### config.mk
export PLATFORM = sky130hd
export DESIGN_NAME = memory_arbiter
export DESIGN_NICKNAME = d
export VERILOG_FILES = /design/src/rtl/memory_arbiter.sv
export SDC_FILE = /design/constraint.sdc
export NUM_CORES = 1
export LEC_CHECK = 0
export ABC_AREA = 1
export BUFFER_PORTS_ARGS = -buffer_cell sky130_fd_sc_hd__buf_2
export CAP_MARGIN = 20
export CORE_ASPECT_RATIO = 1.1
export CORE_UTILIZATION = 51
export DETAILED_ROUTE_END_ITERATION = 10
export PLACE_DENSITY = 0.86
export SLEW_MARGIN = 20
export SYNTH_ARGS = -nofsm -noshare
export SYNTH_HDL_FRONTEND = slang
export SYNTH_SLANG_ARGS = --single-unit
### constraint.sdc
create_clock -name clock -period 7 [get_ports clock]
set_clock_uncertainty 0.05 [all_clocks]
set_input_delay 1.4 -clock clock [delete_from_list [all_inputs] [get_ports clock]]
set_output_delay 1.4 -clock clock [all_outputs]
set_load 0.05 [all_outputs]
### src/rtl/memory_arbiter.sv
// Two-requester round-robin arbiter sequencing one memory port.
// Each transaction takes one ACCESS cycle; responses are registered.
module memory_arbiter #(
  parameter int ADDRESS_WIDTH = 16,
  parameter int DATA_WIDTH    = 16,
  parameter int MEMORY_BYTES  = 8
) (
  input  logic                     clock,
  input  logic                     reset,
  input  logic                     a_request,
  input  logic                     a_write,
  input  logic                     a_select_byte,
  input  logic [ADDRESS_WIDTH-1:0] a_address,
  input  logic [DATA_WIDTH-1:0]    a_input_data,
  output logic                     a_ready,
  output logic                     a_response_valid,
  output logic                     a_error,
  output logic [DATA_WIDTH-1:0]    a_output_data,
  input  logic                     b_request,
  input  logic                     b_write,
  input  logic                     b_select_byte,
  input  logic [ADDRESS_WIDTH-1:0] b_address,
  input  logic [DATA_WIDTH-1:0]    b_input_data,
  output logic                     b_ready,
  output logic                     b_response_valid,
  output logic                     b_error,
  output logic [DATA_WIDTH-1:0]    b_output_data,
  output logic                     mem_write,
  output logic                     mem_select_byte,
  output logic [ADDRESS_WIDTH-1:0] mem_address,
  output logic [DATA_WIDTH-1:0]    mem_input_data,
  input  logic [DATA_WIDTH-1:0]    mem_output_data
);

  localparam logic [ADDRESS_WIDTH-1:0] LIMIT =
    ADDRESS_WIDTH'(MEMORY_BYTES);

  typedef enum logic {
    IDLE,
    ACCESS
  } state_t;

  state_t state;
  state_t state_next;

  logic                     last_b;
  logic                     grant_a;
  logic                     grant_b;
  logic                     own_b;
  logic                     lat_write;
  logic                     lat_sel;
  logic [ADDRESS_WIDTH-1:0] lat_addr;
  logic [DATA_WIDTH-1:0]    lat_data;
  logic                     in_range;
  logic                     done_a;
  logic                     done_b;

  assign in_range = lat_addr < LIMIT;
  assign done_a   = (state == ACCESS) && !own_b;
  assign done_b   = (state == ACCESS) && own_b;

  always_ff @(posedge clock or posedge reset) begin
    if (reset) state <= IDLE;
    else       state <= state_next;
  end

  // Ties go to whichever requester did not win last.
  always_comb begin
    state_next = state;
    grant_a    = 1'b0;
    grant_b    = 1'b0;
    case (state)
      IDLE: begin
        if (!reset) begin
          grant_a = a_request && (!b_request || last_b);
          grant_b = b_request && (!a_request || !last_b);
        end
        if (grant_a || grant_b) state_next = ACCESS;
      end
      ACCESS: state_next = IDLE;
      default: state_next = IDLE;
    endcase
  end

  assign a_ready = grant_a;
  assign b_ready = grant_b;

  always_ff @(posedge clock or posedge reset) begin
    if (reset) begin
      last_b    <= 1'b1;
      own_b     <= 1'b0;
      lat_write <= 1'b0;
      lat_sel   <= 1'b0;
      lat_addr  <= '0;
      lat_data  <= '0;
    end else if (grant_a || grant_b) begin
      last_b    <= grant_b;
      own_b     <= grant_b;
      lat_write <= grant_b ? b_write : a_write;
      lat_sel   <= grant_b ? b_select_byte : a_select_byte;
      lat_addr  <= grant_b ? b_address : a_address;
      lat_data  <= grant_b ? b_input_data : a_input_data;
    end
  end

  // Write strobe only exists in ACCESS; reset kills it at once.
  assign mem_write       = (state == ACCESS) && lat_write && in_range;
  assign mem_select_byte = lat_sel;
  assign mem_address     = lat_addr;
  assign mem_input_data  = lat_data;

  always_ff @(posedge clock or posedge reset) begin
    if (reset) begin
      a_response_valid <= 1'b0;
      a_error          <= 1'b0;
      a_output_data    <= '0;
      b_response_valid <= 1'b0;
      b_error          <= 1'b0;
      b_output_data    <= '0;
    end else begin
      a_response_valid <= done_a;
      a_error          <= done_a && !in_range;
      b_response_valid <= done_b;
      b_error          <= done_b && !in_range;
      if (done_a && !lat_write && in_range)
        a_output_data <= mem_output_data;
      if (done_b && !lat_write && in_range)
        b_output_data <= mem_output_data;
    end
  end

endmodule

-- Word level (Yosys, flattened, before mapping)
Index checks and enable logic that the tools add are counted.
- magnitude comparators: 1
- multiplexer cells: 12
- bitwise gates (word level): 1
- reductions and logical operators: 22
- operators with widths (kind ; count):
    2-to-1 mux 16 bit ; 2
    less-than comparator 16 x 4 -> 1 bit (second input constant) ; 1
    logical AND 1 bit ; 12
    2-to-1 mux 1 bit ; 9
    logical NOT 1 bit ; 6
    logical OR 1 bit ; 4
    case mux 1 bit (2 select lines) ; 1
    NOT 1 bit ; 1
- register bits: 73
- input bits: 88
- output and inout port bits: 72
- logic and storage cells: 49

-- Longest topological paths before layout
Gate-level depths: netlist of run 1.
- depth in word-level cells: 8
- mapped depth: 7

-- Worst setup path before layout of run 1
Ideal clock, no wire load.
- kind: input to output
- start point: input port reset
- end point: output port b_ready
- data arrival time: 2.322 ns
- required time: 5.550 ns
- path slack: 3.228 ns
- stages on the path: 5
- buffers on the path: 2
- path through: nor2_2 -> nand3_2 -> buf_2 -> buf_2 -> inv_1
- word-level cells in the longest chain between the ends: 3
- RTL lines (what ; RTL line ; source):
    from (decl) ; 9 ; input logic reset,
    2-to-1 mux 1 bit ; 74 ; if (!reset) begin
    2-to-1 mux 1 bit (2 in series) ; 72 ; case (state)
    to (decl) ; 24 ; output logic b_ready,
No other way between the ends. The select of a mux whose other input is x is not followed.

-- Final worst setup path of run 1
- start point: input port reset
- end point: output port a_ready
- word-level cells in the longest chain between the ends: 3
- RTL lines (what ; RTL line ; source):
    2-to-1 mux 1 bit ; 74 ;
    2-to-1 mux 1 bit (2 in series) ; 72 ;
    to (decl) ; 15 ; output logic a_ready,
No other way between the ends. The select of a mux whose other input is x is not followed.

==> flow_metrics.py, run 1 <==
metrics = {
    "synth": {
        "netlist.area_leader.share_pct": 51.5,
        "synth_area_um2": 3500,
        "synth.area.top_cells": "dfrtp_1 (52%), nand2_1 (15%), nand4_1 (5.7%), nand3_1 (4.9%), nor2_1 (4.7%)",
        "syn_inst": 439,
        "syn_nets": 527,
        "synth_seq_cells": 73,
        "synth_cell_types": 20,
        "seq_area_frac_synth_pct": 52.3,
        "yosys_warnings": 0,
        "yosys.area.top_type": "dfrtp_1",
        "postSynthAreaPerCell_um2": 7.97,
    },
    "placement": {
        "port_buffers": 159,
        "post-dp-hpwl_um": 6190,
        "pre_cts_ws_ps": 2690,
        "place.gp.congestion": 0.837,
        "dpl_cell_area_um2": 4260,
    },
    "setup_path": {
        "arrival_ps": 2870,
        "critPathMaxFanout": 37,
        "max_stage_delay_ps": 630,
        "critPathKind": "input pin to primary output",
        "worst-path-buf-inv": 3,
        "slowest_stage": "nand3_2",
        "crit_family": "simple AND/OR/NAND/NOR gates",
        "cp_cell_sequence": "buf_2 > nor2_2 > nand3_2 > inv_1 > buf_2",
        "required_ps": 5550,
        "critPathLaunchType": "input pin",
        "endpoint": "a_ready",
        "ff2ff_path_depth": 6,
        "cpMostUsedCell": "buf_2",
        "end_kind": "primary output",
        "path_depth": 5,
        "crit_path_start": "reset",
        "r2r_slack_ps": 4400,
        "reg2reg_to": "mem_input_data[5]$_DFFE_PP0P_",
        "r2r_start": "last_b$_DFFE_PP1P_",
    },
    "timing": {
        "setup_viol": 0,
        "fin_ws_ps": 2680,
        "finalCritPeriodShare_pct": 61.7,
        "hold_violations": 0,
        "rsz0062_at_grt": "no",
        "finalMaxSlewViolations": 0,
        "fin_crit_ps": 4320,
        "worst_slew_pin_slew_ps": 924,
        "setup_tns_ps": 0,
        "slew_headroom_pct": 38.4,
        "timing.fmax_mhz": 232,
    },
    "cts": {
        "cts_sinks": 73,
        "ctsResizeCount": 0,
        "cts_tree": "done",
        "cts.path.max_buffers": 2,
        "cts_setup_buffers": 0,
        "cts-hold-fix-buffers": 0,
        "clk_latency_ps": 340,
        "cts_buffers": 9,
        "root_buffer": "clkbuf_8",
        "htree_levels": 3,
        "cts.clk_slew.worst_paths_ps": 80,
    },
    "pwr": {
        "switching_share_pct": 46.2,
        "ir_drop_v": 0.000296,
        "internal_power_mw": 0.876,
        "power.clock.fraction_pct": 22.6,
        "power_per_cell_area_nw_per_um2": 363,
        "pwr-share-comb_pct": 41.1,
        "power_frac_seq_pct": 36.4,
        "power.switching_mw": 0.754,
        "finalPower_mw": 1.63,
        "power_leakage_nw": 2.44,
    },
    "die": {
        "core_um2": 6590,
        "die_area_um2": 7190,
        "ios": 160,
        "rows": 31,
        "die_w_um": 81.0,
        "die_h_um": 88.9,
        "initial_core_util_pct": 53.1,
    },
    "global_routing": {
        "grt_overflow": 0,
        "grt_first_pass_wirelength_um": 13900,
        "grt_max_degree": 105,
        "grt_pass1_vias": 3185,
        "grt_util_all_layers_pct": 25.4,
        "antenna_found_initial": 0,
    },
    "layout": {
        "antenna_cells": 0,
        "final_cell_mix": "buf_2 (159), nand2_1 (142), dfrtp_1 (72)",
        "stdcell_area_um2": 4490,
        "layout-drive-gt1-share_pct": 32.1,
        "final_common_cell": "buf_2",
        "fillers": 590,
        "fin_nets": 672,
        "syn_to_final_growth_pct": 28.3,
    },
    "detailed_routing": {
        "drt_first_pass_iters": 4,
        "vias_per_cell": 5.13,
        "drtIter0Drc": 94,
        "post_drt_wl_per_cell_um": 12.9,
        "drt-total-wl_um": 8680,
        "vias": 3441,
        "drc_errors": 0,
        "ant_nets": 0,
    },
    "run": {
        "cap_violations": 0,
    },
    "worst_hold_path": {
        "hold_path.class": "register to register",
    },
    "outcome": {
        "status": "finished, final reports clean",
    },
}
[worst min-delay path, stage by stage, from the launching register on]
cell and delay (ps):
dfrtp_1 340, nand2_1 60, nand2_1 50
[how the worst min path moves through the flow]
stage,start,end,slack [ps],depth (start not counted)
global route,b_output_data[11]$_DFFE_PP0P_,b_output_data[11]$_DFFE_PP0P_,460,2
global placement,a_output_data[6]$_DFFE_PP0P_,a_output_data[6]$_DFFE_PP0P_,400,2
floorplan,last_b$_DFFE_PP1P_,last_b$_DFFE_PP1P_,430,2
finish,b_output_data[11]$_DFFE_PP0P_,b_output_data[11]$_DFFE_PP0P_,420,2
CTS,a_output_data[1]$_DFFE_PP0P_,a_output_data[1]$_DFFE_PP0P_,430,2
detailed placement,a_output_data[1]$_DFFE_PP0P_,a_output_data[1]$_DFFE_PP0P_,410,2
[power by group through the flow]
| stage | registers, mW | logic, mW | clock network (mW) |
|---|---|---|---|
| final | 0.593 | 0.669 | 0.368 |
| after detailed placement | 0.596 | 0.675 | 0 |
| after global placement | 0.595 | 0.661 | 0 |
| after floorplan | 0.909 | 0.196 | 0 |
| after global routing | 0.606 | 0.719 | 0.395 |
| after CTS | 0.592 | 0.673 | 0.377 |
[through the flow]
stage	cells	hold slack, ps	utilization [%]
global route	671	457	68.0
finish	671	424	68.0
global placement	655	398	64.6
detailed placement	655	407	64.6
CTS	671	427	68.0
floorplan	439	433	-
[Yosys cell counts, drive strengths merged]
cell and number:
buf 20, clkbuf 7, nand2 143, dfrtp 72
nand4 32, dfstp 1, inv 42, nor2 48
o21ai 35, nor3 1, nand3 38
[final cells by class]
class / count / area, um2 / share of cell area (%)
multi-input combinational: 297 / 1360 / 30.3
clock inverter: 7 / 103 / 2.29
tap: 82 / 103 / 2.29
sequential: 73 / 1830 / 40.7
timing repair buffer: 161 / 811 / 18.1
clock buffer: 9 / 124 / 2.76
inverter: 42 / 158 / 3.51
[metal layers]
layer | track usage, % | up-vias | part of all wire (%)
li1 | - | 1687 | -
met1 | 31.5 | 1575 | 40
met2 | 41.3 | 163 | 48
met3 | 6.39 | 16 | 9.5
met4 | 12.7 | 0 | 2.0
met5 | 0 | - | 0
[registers in the layout, indices dropped and copies added, names as in the netlist, 16 cells and up]
register	cells
b_output_data	16
a_output_data	16
mem_input_data	16
mem_address	16
[cell families (layout without fill, tap and decap cells)]
family | Yosys count | count (layout) | share of synthesized area (%)
AND/OR/NAND/NOR | 262 | 262 | 33.7
AO/OA/AOI/OAI | 35 | 35 | 5.01
buffers and inverters | 69 | 219 | 9.05
flip-flops | 73 | 73 | 52.3
Power figures use the tool's default switching activity.
==> run 2: changes to the inputs <==
ABC_AREA = 0   (was 1)
CORE_UTILIZATION = 41   (was 51)
PLACE_DENSITY = 0.76   (was 0.86)
clock period = 3.75 ns   (was 7 ns; I/O delays follow)
==> run 2 against run 1 <==
  * Power is 61% higher
  * Design area shrank 5.5%
  * Via count down 29%
==> flow_metrics.py, run 2 <==
metrics = {
    "setup_path": {
        "required_ps": 2950,
        "critPathLaunchType": "register",
        "ff2ff_path_depth": 4,
        "r2r_start": "mem_address[9]$_DFFE_PP0P_",
        "endpoint": "mem_write",
        "critPathKind": "register to primary output",
        "r2r_slack_ps": 1340,
        "critPathMaxFanout": 3,
        "crit_path_start": "mem_address[9]$_DFFE_PP0P_",
        "arrival_ps": 1850,
        "end_kind": "primary output",
        "reg2reg_to": "a_output_data[14]$_DFFE_PP0P_",
    },
    "pwr": {
        "ir_drop_v": 0.000563,
        "power_leakage_nw": 2.45,
        "power_per_cell_area_nw_per_um2": 619,
    },
    "cts": {
        "clk_latency_ps": 340,
        "cts.clk_slew.worst_paths_ps": 70,
        "cts-hold-fix-buffers": 0,
        "ctsResizeCount": 0,
        "cts_sinks": 73,
        "cts.path.max_buffers": 2,
        "cts_tree": "done",
        "cts_buffers": 9,
        "cts_setup_buffers": 0,
        "root_buffer": "clkbuf_8",
        "htree_levels": 3,
    },
    "detailed_routing": {
        "drc_errors": 0,
        "drtIter0Drc": 37,
        "vias_per_cell": 4.72,
        "vias": 2452,
        "ant_nets": 0,
        "drt_first_pass_iters": 4,
        "post_drt_wl_per_cell_um": 13.8,
        "drt-total-wl_um": 7140,
    },
    "timing": {
        "fin_ws_ps": 1100,
        "fin_crit_ps": 2650,
        "rsz0062_at_grt": "no",
        "worst_slew_pin_slew_ps": 967,
        "finalMaxSlewViolations": 0,
        "hold_violations": 0,
        "setup_viol": 0,
        "slew_headroom_pct": 35.3,
        "setup_tns_ps": 0,
        "finalCritPeriodShare_pct": 70.6,
        "timing.fmax_mhz": 378,
    },
    "synth": {
        "muxShareOfSynthArea_pct": 24.5,
        "ys.flop_type": "dfrtp_1",
        "syn_inst": 248,
        "yosys.area.top_type": "dfrtp_1",
        "synth.area.top_cells": "dfrtp_1 (57%), mux2i_1 (11%), mux2_4 (9.5%), a21oi_1 (5.4%), nor2_1 (4.5%)",
        "yosysMostFrequentCell": "dfrtp_1",
        "synth_xor_xnor_area_share_pct": 0,
        "netlist_top_cells_count": "dfrtp_1 (72), nor2_1 (38), a21oi_1 (34), mux2i_1 (34), mux2_4 (20)",
        "postSynthAreaPerCell_um2": 12.7,
        "synth_seq_cells": 73,
        "synthAdderAreaFrac_pct": 0,
        "yosys_warnings": 0,
        "synth_cell_types": 20,
        "async_reset_ff_share_pct": 100,
        "synth_area_um2": 3160,
        "synth_top_family_by_area": "multiplexers",
        "synthSimpleGateAreaFrac_pct": 8.94,
        "netlist.area_leader.share_pct": 57.0,
        "synth-compound-area-share_pct": 5.38,
        "synth_edf_count": 0,
        "seq_area_frac_synth_pct": 57.8,
        "syn_nets": 336,
    },
    "die": {
        "rows": 33,
        "die_area_um2": 8070,
        "die_h_um": 94.1,
        "die_w_um": 85.7,
        "ios": 160,
        "core_um2": 7470,
        "initial_core_util_pct": 42.3,
    },
    "global_routing": {
        "grt_overflow": 0,
        "grt_first_pass_wirelength_um": 11700,
        "grt_util_all_layers_pct": 18.9,
        "grt_pass1_vias": 2554,
        "grt_max_degree": 72,
        "antenna_found_initial": 0,
    },
    "outcome": {
        "status": "finished, final reports clean",
    },
    "layout": {
        "fillers": 646,
        "antenna_cells": 0,
        "syn_to_final_growth_pct": 34.1,
        "fin_nets": 497,
        "final_common_cell": "buf_2",
        "final_cell_mix": "buf_2 (159), dfrtp_1 (72), nor2_1 (38)",
        "stdcell_count": 519,
        "layout-drive-gt1-share_pct": 53.1,
    },
    "placement": {
        "placed_cells_incl_taps": 503,
        "port_buffers": 159,
        "pre_cts_ws_ps": 1320,
        "post-dp-hpwl_um": 5190,
        "place.gp.congestion": 0.753,
    },
    "worst_hold_path": {
        "hold_path.class": "register to register",
    },
    "run": {
        "cap_violations": 0,
    },
}
-- run 2: cells by family after synthesis --
logic type      Yosys count
flops                    73
mux                      66
simple gates             57
compound gates           34
buf+inv                  18
-- run 2: how the worst min path moves through the flow --
stage,from,cells after the start,slack [ps],endpoint
floorplan,last_b$_DFFE_PP1P_,2,390,last_b$_DFFE_PP1P_
global placement,last_b$_DFFE_PP1P_,2,400,last_b$_DFFE_PP1P_
detailed placement,last_b$_DFFE_PP1P_,2,430,last_b$_DFFE_PP1P_
CTS,last_b$_DFFE_PP1P_,2,440,last_b$_DFFE_PP1P_
global route,last_b$_DFFE_PP1P_,2,450,last_b$_DFFE_PP1P_
finish,last_b$_DFFE_PP1P_,2,430,last_b$_DFFE_PP1P_
-- run 2: routing by layer --
layer	up-vias	global-route usage [%]	share of wire, %
met2	107	32.8	49
met5	-	0	0
li1	1179	-	-
met1	1157	21.6	41
met4	0	7.92	1.4
met3	9	5.80	8.1
-- run 2: layout make-up --
| class | count | area, um2 | area share [%] |
|---|---|---|---|
| multi-input cells | 157 | 1240 | 29.2 |
| flip-flops and latches | 73 | 1830 | 43.1 |
| clock buffers | 11 | 141 | 3.33 |
| inverters | 5 | 20.0 | 0.472 |
| clock inverters | 5 | 55.1 | 1.30 |
| repair buffers | 163 | 826 | 19.5 |
| well taps | 105 | 131 | 3.10 |
-- run 2: power by group --
| part | internal (mW) | total [mW] | switching (mW) |
|---|---|---|---|
| Sequential | 0.940 | 1.04 | 0.104 |
| Clock | 0.323 | 0.604 | 0.281 |
| Combinational | 0.253 | 0.975 | 0.722 |
-- run 2: per-stage QoR --
step / hold WS, ps / area [um2] / power, mW / util, %
floorplan: 394 / 3160 / 1.78 / -
detailed placement: 426 / 4040 / 2.04 / 54.1
global route: 449 / 4240 / 2.76 / 56.7
global placement: 403 / 4040 / 2.02 / 54.1
CTS: 437 / 4240 / 2.65 / 56.7
finish: 435 / 4240 / 2.62 / 56.7
-- run 2: worst max-delay path: stages, from the launching register on --
cell and delay [ps]:
dfrtp_1 410, nor4_2 360, and4_2 330, and3_1 160
buf_2 270
==> run 3: changes to the inputs <==
CORE_UTILIZATION = 45   (was 41)
PLACE_DENSITY = 0.79   (was 0.76)
clock period = 2.7 ns   (was 3.75 ns; I/O delays follow)
==> run 3 against run 2 <==
  * Critical path depth stayed put
  * Non-clock buffer count up 2
  * Clock-buffer cell count unchanged
  * First-iteration DRC count grew 89%
  * Final cell count down 4.0%
  * Combinational power rose by 39%
  * Power rose by 37%
  * Wire length is 3.0% lower
  * Sequential share of layout area is 0.18 points higher
  * Global-route usage increased by 0.90 points
  * Highest routed layer unchanged
==> flow_metrics.py, run 3 (same netlist as run 2, synthesis figures left out) <==
metrics = {
    "detailed_routing": {
        "drt-total-wl_um": 6920,
        "drtIter0Drc": 70,
        "vias": 2448,
        "ant_nets": 0,
        "vias_per_cell": 4.92,
        "drc_errors": 0,
        "drt_first_pass_iters": 4,
        "post_drt_wl_per_cell_um": 13.9,
    },
    "timing": {
        "timing.fmax_mhz": 417,
        "finalMaxSlewViolations": 0,
        "holdWs_ps": 149,
        "rsz0062_at_grt": "no",
        "setup_viol": 0,
        "finalCritPeriodShare_pct": 88.8,
        "fin_crit_ps": 2400,
        "slew_headroom_pct": 56.2,
        "hold_violations": 0,
        "worst_slew_pin_slew_ps": 657,
        "setup_tns_ps": 0,
    },
    "cts": {
        "cts_tree": "done",
        "cts_buffers": 9,
        "ctsResizeCount": 0,
        "cts_setup_buffers": 0,
        "htree_levels": 3,
        "cts.path.max_buffers": 2,
        "cts_sinks": 73,
        "root_buffer": "clkbuf_8",
        "cts-hold-fix-buffers": 0,
        "cts.clk_slew.worst_paths_ps": 80,
        "clk_latency_ps": 340,
    },
    "placement": {
        "place.gp.congestion": 0.742,
        "port_buffers": 159,
        "post-dp-hpwl_um": 5040,
        "placed_cells_incl_taps": 482,
    },
    "die": {
        "die_area_um2": 7370,
        "die_w_um": 81.9,
        "die_h_um": 89.9,
        "initial_core_util_pct": 47.4,
        "core_um2": 6670,
        "rows": 31,
        "ios": 160,
    },
    "global_routing": {
        "grt_util_all_layers_pct": 19.8,
        "grt_first_pass_wirelength_um": 11200,
        "grt_pass1_vias": 2495,
        "antenna_found_initial": 0,
        "grt_max_degree": 72,
        "grt_overflow": 0,
    },
    "pwr": {
        "ir_drop_v": 0.000588,
        "power_leakage_nw": 2.46,
        "finalPower_mw": 3.59,
        "power_per_cell_area_nw_per_um2": 849,
    },
    "setup_path": {
        "max_stage_delay_ps": 410,
        "cp_cell_sequence": "nor4_2 > and4_2 > and3_1 > buf_2",
        "slowest_stage": "dfrtp_1",
        "ff2ff_path_depth": 5,
        "required_ps": 2110,
        "end_kind": "primary output",
        "arrival_ps": 1810,
        "critPathMaxFanout": 3,
        "critPathKind": "register to primary output",
        "critPathLaunchType": "register",
    },
    "outcome": {
        "status": "finished, final reports clean",
    },
    "layout": {
        "post-route-util_pct": 63.3,
        "layout-drive-gt1-share_pct": 53.6,
        "fin_nets": 499,
        "syn_to_final_growth_pct": 33.6,
        "final_cell_mix": "buf_2 (159), dfrtp_1 (72), nor2_1 (38)",
        "antenna_cells": 0,
        "stdcell_count": 498,
        "final_common_cell": "buf_2",
    },
    "run": {
        "cap_violations": 0,
    },
    "worst_hold_path": {
        "hold_path.class": "input pin to async pin",
    },
}
==> run 3: changes by cell type in the layout (fill, tap and decap cells not counted), sizes merged <==
cell    delta
buf        +2
inv        +1
bufinv     -1
==> run 3: worst paths after layout <==
check                                            from  slack [ps]                             end
setup / recovery           mem_address[3]$_DFFE_PP0P_         300                       mem_write
hold / removal                                  reset         150   mem_input_data[8]$_DFFE_PP0P_
setup reg to reg           mem_address[3]$_DFFE_PP0P_         670   a_output_data[13]$_DFFE_PP0P_
hold reg to reg                    last_b$_DFFE_PP1P_         420              last_b$_DFFE_PP1P_
max in group asynchronous                       reset        1890   b_output_data[13]$_DFFE_PP0P_
min in group clock                   b_input_data[12]         400  mem_input_data[12]$_DFFE_PP0P_
==> run 3: critical path, delay by kind of cell, from the launching register on <==
kind | cells | cell delay (ps)
flops | 1 | 410
simple gates | 3 | 800
buf+inv | 1 | 270
==> run 3: stage by stage <==
step	setup WS, ps	instance area [um2]
6_report	303	4220
5_1_grt	165	4220
4_1_cts	277	4220
3_5_place_dp	658	4040
3_3_place_gp	667	4040
2_1_floorplan	258	3160
==> run 3: area by class of cell <==
cell class | count | area, um2
Tap cell | 82 | 103
Timing Repair Buffer | 165 | 853
Fill cell | 550 | 2450
Clock inverter | 5 | 30.0
Sequential cell | 73 | 1830
Clock buffer | 11 | 151
Inverter | 5 | 18.8
Multi-Input combinational cell | 157 | 1240
==> run 3: routing by layer <==
| metal | share of wire [%] | routed length, um | up-vias | track usage [%] |
|---|---|---|---|---|
| li1 | - | - | 1179 | - |
| met1 | 41 | 2860 | 1146 | 22.8 |
| met2 | 49 | 3370 | 119 | 33.1 |
| met3 | 9.4 | 650 | 4 | 6.90 |
| met4 | 0.58 | 40 | 0 | 7.31 |
| met5 | 0 | 0 | - | 0 |
==> run 3: where the power goes <==
| group | switching [mW] | leakage [nW] | internal, mW |
|---|---|---|---|
| combinational | 1.00 | 1.46 | 0.353 |
| clock | 0.399 | 0.0911 | 0.379 |
| sequential | 0.147 | 0.915 | 1.31 |
